$ cat src/rtl/vlsu_meta_fork_queue.sv
// vlsu_meta_fork_queue
// Meta FIFO between the request fragmenter and its two consumers. Each head
// entry is forked to the data controller (DC) and the transaction control
// unit (TC) with independent handshakes, and pops once both halves are done.
// Store metas accepted by TC are tracked until their final B response. TC is
// throttled at MaxOutst outstanding stores. With FenceLoads set, loads are
// optionally fenced behind in-flight stores.
//
// Ports:
//   clk_i, rst_i                    clock, asynchronous active-high reset
//   enq_valid_i/enq_ready_o         fragmenter handshake
//   enq_meta_i, enq_is_store_i      fragmenter payload
//   dc_valid_o/dc_ready_i           DC handshake, dc_meta_o head payload
//   tc_valid_o/tc_ready_i           TC handshake
//   tc_meta_o, tc_is_store_o        TC head payload
//   b_last_i                        final B of one store meta (pulse)
//   count_o                         occupied entries
//   outst_o                         outstanding store metas
//   idle_o                          queue empty and no store outstanding
//   err_o                           sticky: b_last_i seen with nothing outstanding
module vlsu_meta_fork_queue #(
    parameter int unsigned MetaW      = 64,
    parameter int unsigned Depth      = 4,
    parameter int unsigned MaxOutst   = 8,
    parameter int unsigned FenceLoads = 0
) (
    input  logic                          clk_i,
    input  logic                          rst_i,
    input  logic                          enq_valid_i,
    output logic                          enq_ready_o,
    input  logic [MetaW-1:0]              enq_meta_i,
    input  logic                          enq_is_store_i,
    output logic                          dc_valid_o,
    input  logic                          dc_ready_i,
    output logic [MetaW-1:0]              dc_meta_o,
    output logic                          tc_valid_o,
    input  logic                          tc_ready_i,
    output logic [MetaW-1:0]              tc_meta_o,
    output logic                          tc_is_store_o,
    input  logic                          b_last_i,
    output logic [$clog2(Depth):0]        count_o,
    output logic [$clog2(MaxOutst+1)-1:0] outst_o,
    output logic                          idle_o,
    output logic                          err_o
);

    localparam int unsigned AddrW = $clog2(Depth);
    localparam int unsigned PtrW  = AddrW + 1;
    localparam int unsigned OutW  = $clog2(MaxOutst + 1);
    localparam logic [OutW-1:0] OutMax = OutW'(MaxOutst);

    logic [MetaW-1:0] mem_q [Depth];
    logic [Depth-1:0] st_q;
    logic [PtrW-1:0]  wptr_q, rptr_q, count_q, count_n;
    logic [OutW-1:0]  outst_q, outst_n;
    logic             dc_done_q, tc_done_q, dc_done_n, tc_done_n;
    logic             err_q, idle_q;

    logic             empty, full, head_store, tc_block;
    logic             push, pop, dc_fire, tc_fire, inc, dec;
    logic [AddrW-1:0] head_idx;

    // Pointer state and fork qualification, all from registers
    assign head_idx   = rptr_q[AddrW-1:0];
    assign empty      = (wptr_q == rptr_q);
    assign full       = (wptr_q[AddrW-1:0] == rptr_q[AddrW-1:0]) &&
                        (wptr_q[AddrW] != rptr_q[AddrW]);
    assign head_store = st_q[head_idx];
    assign tc_block   = (head_store && (outst_q == OutMax)) ||
                        ((FenceLoads != 0) && !head_store && (outst_q != '0));

    assign enq_ready_o   = !full;
    assign dc_valid_o    = !empty && !dc_done_q;
    assign tc_valid_o    = !empty && !tc_done_q && !tc_block;
    assign dc_meta_o     = mem_q[head_idx];
    assign tc_meta_o     = mem_q[head_idx];
    assign tc_is_store_o = head_store;
    assign count_o       = count_q;
    assign outst_o       = outst_q;
    assign idle_o        = idle_q;
    assign err_o         = err_q;

    // Handshakes, pop decision and next-state counters
    always_comb begin
        push      = enq_valid_i && !full;
        dc_fire   = dc_valid_o && dc_ready_i;
        tc_fire   = tc_valid_o && tc_ready_i;
        dc_done_n = dc_done_q || dc_fire;
        tc_done_n = tc_done_q || tc_fire;
        pop       = !empty && dc_done_n && tc_done_n;
        inc       = tc_fire && head_store;
        dec       = b_last_i && (outst_q != '0);

        // Flags restart for the next head on pop
        if (pop) begin
            dc_done_n = 1'b0;
            tc_done_n = 1'b0;
        end

        count_n = count_q;
        if (push && !pop) begin
            count_n = count_q + PtrW'(1);
        end else if (pop && !push) begin
            count_n = count_q - PtrW'(1);
        end

        outst_n = outst_q;
        if (inc && !dec) begin
            outst_n = outst_q + OutW'(1);
        end else if (dec && !inc) begin
            outst_n = outst_q - OutW'(1);
        end
    end

    // Control state
    always_ff @(posedge clk_i or posedge rst_i) begin
        if (rst_i) begin
            wptr_q    <= '0;
            rptr_q    <= '0;
            count_q   <= '0;
            outst_q   <= '0;
            dc_done_q <= 1'b0;
            tc_done_q <= 1'b0;
            err_q     <= 1'b0;
            idle_q    <= 1'b1;
        end else begin
            if (push) begin
                wptr_q <= wptr_q + PtrW'(1);
            end
            if (pop) begin
                rptr_q <= rptr_q + PtrW'(1);
            end
            count_q   <= count_n;
            outst_q   <= outst_n;
            dc_done_q <= dc_done_n;
            tc_done_q <= tc_done_n;
            idle_q    <= (count_n == '0) && (outst_n == '0);
            if (b_last_i && (outst_q == '0)) begin
                err_q <= 1'b1;
            end
        end
    end

    // Payload storage; contents are don't-care until written
    always_ff @(posedge clk_i) begin
        if (push) begin
            mem_q[wptr_q[AddrW-1:0]] <= enq_meta_i;
            st_q[wptr_q[AddrW-1:0]]  <= enq_is_store_i;
        end
    end

endmodule
$ cat config.mk
export PLATFORM = sky130hd
export DESIGN_NAME = vlsu_meta_fork_queue
export DESIGN_NICKNAME = d
export VERILOG_FILES = /design/src/rtl/vlsu_meta_fork_queue.sv
export SDC_FILE = /design/constraint.sdc
export NUM_CORES = 1
export LEC_CHECK = 0
export ABC_AREA = 1
export ABC_CLOCK_PERIOD_IN_PS = 3900
export CAP_MARGIN = 20
export CORE_MARGIN = 3
export CORE_UTILIZATION = 47
export CTS_CLUSTER_DIAMETER = 150
export DETAILED_ROUTE_END_ITERATION = 16
export PLACE_DENSITY = 0.8
export SETUP_SLACK_MARGIN = 0.02
export SYNTH_ARGS = -nofsm -noshare
export SYNTH_HDL_FRONTEND = slang
export SYNTH_SLANG_ARGS = --single-unit
$ cat constraint.sdc
create_clock -name clk_i -period 3.9 [get_ports clk_i]
set_input_delay 0.585 -clock clk_i [delete_from_list [all_inputs] [get_ports clk_i]]
set_output_delay 0.585 -clock clk_i [all_outputs]
set_load 0.01 [all_outputs]
Yosys cells after proc, flatten, opt, wreduce, memory -nomap -nowiden
Memory sizes are Yosys's and may differ from the RTL's.
Cells that the tools add are included.

storage, ports and cells
  register bits after elaboration = 21
  bits in writable memories = 256
  bits of input ports = 71
  output and inout bits = 141
  memories = 1

memory list
  name   words  width  read ports  clocked after Yosys merged registers in  wr ports  line  source
  mem_q  4      64     1           0                                        1         52    logic [MetaW-1:0] mem_q [Depth];

cells by class
  add/subtract/negate cells = 6
  magnitude comparators = 3
  eq/ne operators = 4
  muxes and demuxes = 13
  reduce and logical (&&, ||, !) cells = 34

operators by type and width
  operator                                                     number
  logical AND 1 bit                                            19
  adder 3 x 1 -> 3 bit (second input constant)                 3
  logical NOT 1 bit                                            9
  logical NOT 4 bit                                            2
  two-way mux 4 bit                                            2
  less-than comparator 2 x 3 -> 1 bit (second input constant)  2
  two-way mux 1 bit                                            6
  two-way mux 3 bit                                            2
  adder 4 x 1 -> 4 bit (second input constant)                 1
  bitwise mux 4 bit                                            1
  equality test 4 bit (second input constant)                  1
  nonzero test 4 bit                                           1
  subtractor 4 x 1 -> 4 bit (second input constant)            1
  equality test 3 bit                                          1
  logical NOT 3 bit                                            1
  subtractor 3 x 1 -> 3 bit (second input constant)            1
  binary-select mux 1 bit (select 2 bit)                       1
  demux 1 bit (select 2 bit)                                   1
  equality test 2 bit                                          1
  >= comparator 2 x 1 -> 1 bit (second input constant)         1
  logical OR 1 bit                                             2
  inequality test 1 bit                                        1

Logic depth before layout (Yosys ltp)
  depth in word-level cells = 13
  depth in mapped cells = 15
  mapped depth without buffers = 15

Least setup slack after synthesis
OpenSTA, ideal clock, no wires.

  path type = reg-to-reg
  start = register rptr_q[0]
  end = memory mem_q[3][0], enable pin
  library setup time = 0.491 ns
  arrival time = 3.677 ns
  required time = 3.409 ns
  slack = -0.268 ns
  stages on the path, launching flop included = 7
  path buffers = 0
  clock period less this slack = 4.168 ns
  path through = dfrtp_1 inv_2 nand2_1 nand2_2 nand4_2 nand2_2 nor2_1

on the way
  longest elaborated chain between the ends = 6

ends and longest elaborated chain
  item                                     line  source
  start: declaration                       54    logic [PtrW-1:0] wptr_q, rptr_q, count_q, count_n;
  start signal: assignment                 131   rptr_q <= rptr_q + PtrW'(1);
  equality test 2 bit                      66    assign full = (wptr_q[AddrW-1:0] == rptr_q[AddrW-1:0]) &&
  logical AND 1 bit                        66
  logical NOT 1 bit                        -
  net enq_ready_o                          30    output logic enq_ready_o,
  logical AND 1 bit                        85    push = enq_valid_i && !full;
  two-way mux 1 bit                        146   if (push) begin
  two-way mux 1 bit (implied by the code)  147   mem_q[wptr_q[AddrW-1:0]] <= enq_meta_i;
  end: declaration                         52

The timed path passes the listed nets, and every way through them passes these cells.

Worst setup path in the final report
  start = register rptr_q[1]
  end = output port tc_meta_o[11]

on the way
  longest elaborated chain between the ends = 1

ends and longest elaborated chain
  item                 line  source
  memory (4 x 64 bit)  -
  end: declaration     38    output logic [MetaW-1:0] tc_meta_o,

Every way passes these cells.

==> results_dict.tcl <==
set metrics [dict create \
    core_area_mm2 0.02298 \
    r2r_slack_ps 940 \
    gp_congestion 0.8001 \
    clkLatencyLatePin_ps 520 \
    clockPowerShare_pct 20.8 \
    hold_viol_final 0 \
    grtUsageTotal_pct 17.37 \
    cts_tree "yes" \
    synth_area_mm2 0.01116 \
    report.final.slew_viol_count 0 \
    grt_start_max_net_pins 133 \
    synth_edf_count 260 \
    use_met3_pct 4.047 \
    cpPeakStageDelay_ps 640 \
    cp-end-kind "output port" \
    overflow 0 \
    synthCells 841 \
    yosysMostFrequentCell "edfxtp_1" \
    status "finished, final reports clean" \
    layout.cells.non_filler 1325 \
    drc 0 \
    cp.arrival_ps 2990 \
    synth-warning-count 0 \
    required_ps 3310 \
    syn-num-nets 922 \
    p_comb_share_pct 45.7 \
    cts_root_buffer "clkbuf_16" \
    clock_tree.buffer_depth 3 \
    cts_made_buffers 27 \
    drv_cap 0 \
    setup_violations 0 \
    dp_hpwl_um 14150 \
    initial_core_util_pct 48.57 \
    drive_gt1_share_pct 7.913 \
    synth_area_leaders "edfxtp_1 70%, o21ai_0 5.9%, nor2_1 4.7%" \
    crit_cells 5 \
    drtAntennaViolNets 0 \
    switching_share_pct 34.48 \
    start_kind "flop" \
    async_flop_share_pct 6.137 \
    synthToLayoutAreaGrowth_pct 26.96 \
    grt_antenna_before_repair 1 \
    timing.critical_path.slowest_stage_cell "clkdlybuf4s50_1" \
    min_period_over_period_pct 91.66 \
    power_mw 12.57 \
    wirelength_um 23280 \
    drt-pass1-iter-count 5 \
    wl_per_cell_um 17.57 \
    irDropWorstVdd_v 0.0005323 \
    critPathBufInv 3 \
    dp_cells 1274 \
    path_clk_slew_ps 60 \
    hold_ws_ps 463.8 \
    busiest_layer "met2" \
    htree_levels 1 \
    synth.avg_cell_area_um2 13.27 \
    p_int_mw 8.233 \
    cpLargestDelayFamily "buffers and inverters" \
    fin_setup_tns_ps 0 \
    hp-class "flop to flop" \
    met2_usage_pct 28.93 \
    worstMarginPinSlew_ps 698.1 \
    p_leak_nw 4.880 \
    skew_ps 13.19 \
    yosysSeqAreaShare_pct 73.76 \
    layout.nets 1071 \
    post_cts_buffers 0 \
    finalCriticalPeriod_ps 3575 \
    synthFlopType "edfxtp_1" \
    ys_types 29 \
    whs_path_depth 1 \
    power_frac_seq_pct 33.5 \
    viasPerCell 5.248 \
    worstRegToRegCells 7 \
    ys_seq_elements 277 \
    rsz0062_at_grt "false" \
    powerDensity_mw_per_mm2 886.7 \
    cts.sinks 277 \
    core.rowCount 55 \
    drt_iter0_drc 575 \
    die_h_um 160.1 \
    synth_common_cells "260 x edfxtp_1, 139 x nor2_1, 131 x o21ai_0" \
    hold_buffers 0 \
    die_x_um 160.1 \
    max-slew-margin-rel_pct 53.41 \
    grt_pass1_vias 6962 \
    cp_max_fo 34 \
    yosysTopAreaCell "edfxtp_1" \
    vias 6953 \
    p_sw_mw 4.333 \
    fmax_ghz 0.2797 \
    path_class "flop to output port" \
    yosysTopAreaCellShare_pct 69.94 \
    use_met1_pct 22.59 \
    grt_pass1_wl_um 36020 \
    worstPathCellList "inv_2, buf_12, o21ai_0, o22ai_1, clkdlybuf4s50_1" \
    port_buffers 211 \
    post_cts_resized 0 \
    ios 212 \
    dieArea_mm2 0.02564 \
    fill_cells 1743 \
]
## power groups by stage
| stage | combinational [mW] | clock [mW] | sequential, mW |
|---|---|---|---|
| floorplan | 3.37 | 0 | 4.26 |
| global placement | 5.69 | 0 | 4.25 |
| detailed placement | 5.77 | 0 | 4.27 |
| CTS | 5.82 | 2.66 | 4.21 |
| global route | 6.21 | 2.77 | 4.26 |
| finish | 5.74 | 2.61 | 4.21 |
## placed cells by master, fill, tap and decap left out, drive strengths merged, types with 6 or more instances in the layout
cell type and instances:
buf 15, clkbuf 38, clkdlybuf4s50 211, clkinv 6
dfrtp 16, edfxtp 260, ha 10, inv 30
nand2 49, nand3 16, nor2 140, o21ai 132
o22ai 64, xor2 7
## through the flow
stage / setup WS [ps] / utilization (%) / instance area [µm²]
after floorplan: -218.2 / - / 11170
after detailed placement: 855.9 / 57.66 / 13250
after CTS: 275.3 / 61.65 / 14170
after global routing: 188.0 / 61.66 / 14170
after global placement: 883.0 / 57.66 / 13250
final: 325.2 / 61.66 / 14170
## sequential cells by signal (all words and copies together) (netlist names)
name	cells
rptr_q	3
dc_done_q	1
st_q	4
mem_q	256
err_o	1
count_o	3
idle_o	1
wptr_q	3
outst_o	4
tc_done_q	1
## cell type report
class                   count  area [µm²]  area share [%]
flip-flops and latches    277        8239           58.14
repair buffers            226        2300           16.23
clock buffers              38       757.0           5.341
clock inverters            12       160.2           1.130
multi-input cells         429        2211           15.60
inverters                  29       111.4          0.7857
well taps                 313       391.6           2.763
diodes                      1       2.502         0.01766
## cell families after synthesis
kind of cell / after synthesis / share of synthesized area [%]
flops: 277 / 73.76
compound gates: 201 / 9.774
simple gates: 210 / 8.014
fa+ha+maj: 10 / 1.121
xor+xnor: 8 / 0.6277
buf+inv: 135 / 6.702
## final timing paths
kind | start | end
worst max-delay path | rptr_q[1] | tc_meta_o[11]
worst min-delay path | err_o | err_o
worst max register to register | rptr_q[1] | mem_q[3][31]
worst min register to register | err_o | err_o
max in group asynchronous | rst_i | rptr_q[0]
min in group asynchronous | rst_i | count_o[1]
## per-layer routing
layer | wire length (µm) | vias to the layer above
li1 | - | 3281
met1 | 9603 | 3350
met2 | 11330 | 283
met3 | 1855 | 39
met4 | 491 | 0
met5 | 0 | -
(Power assumes the default switching activity.)
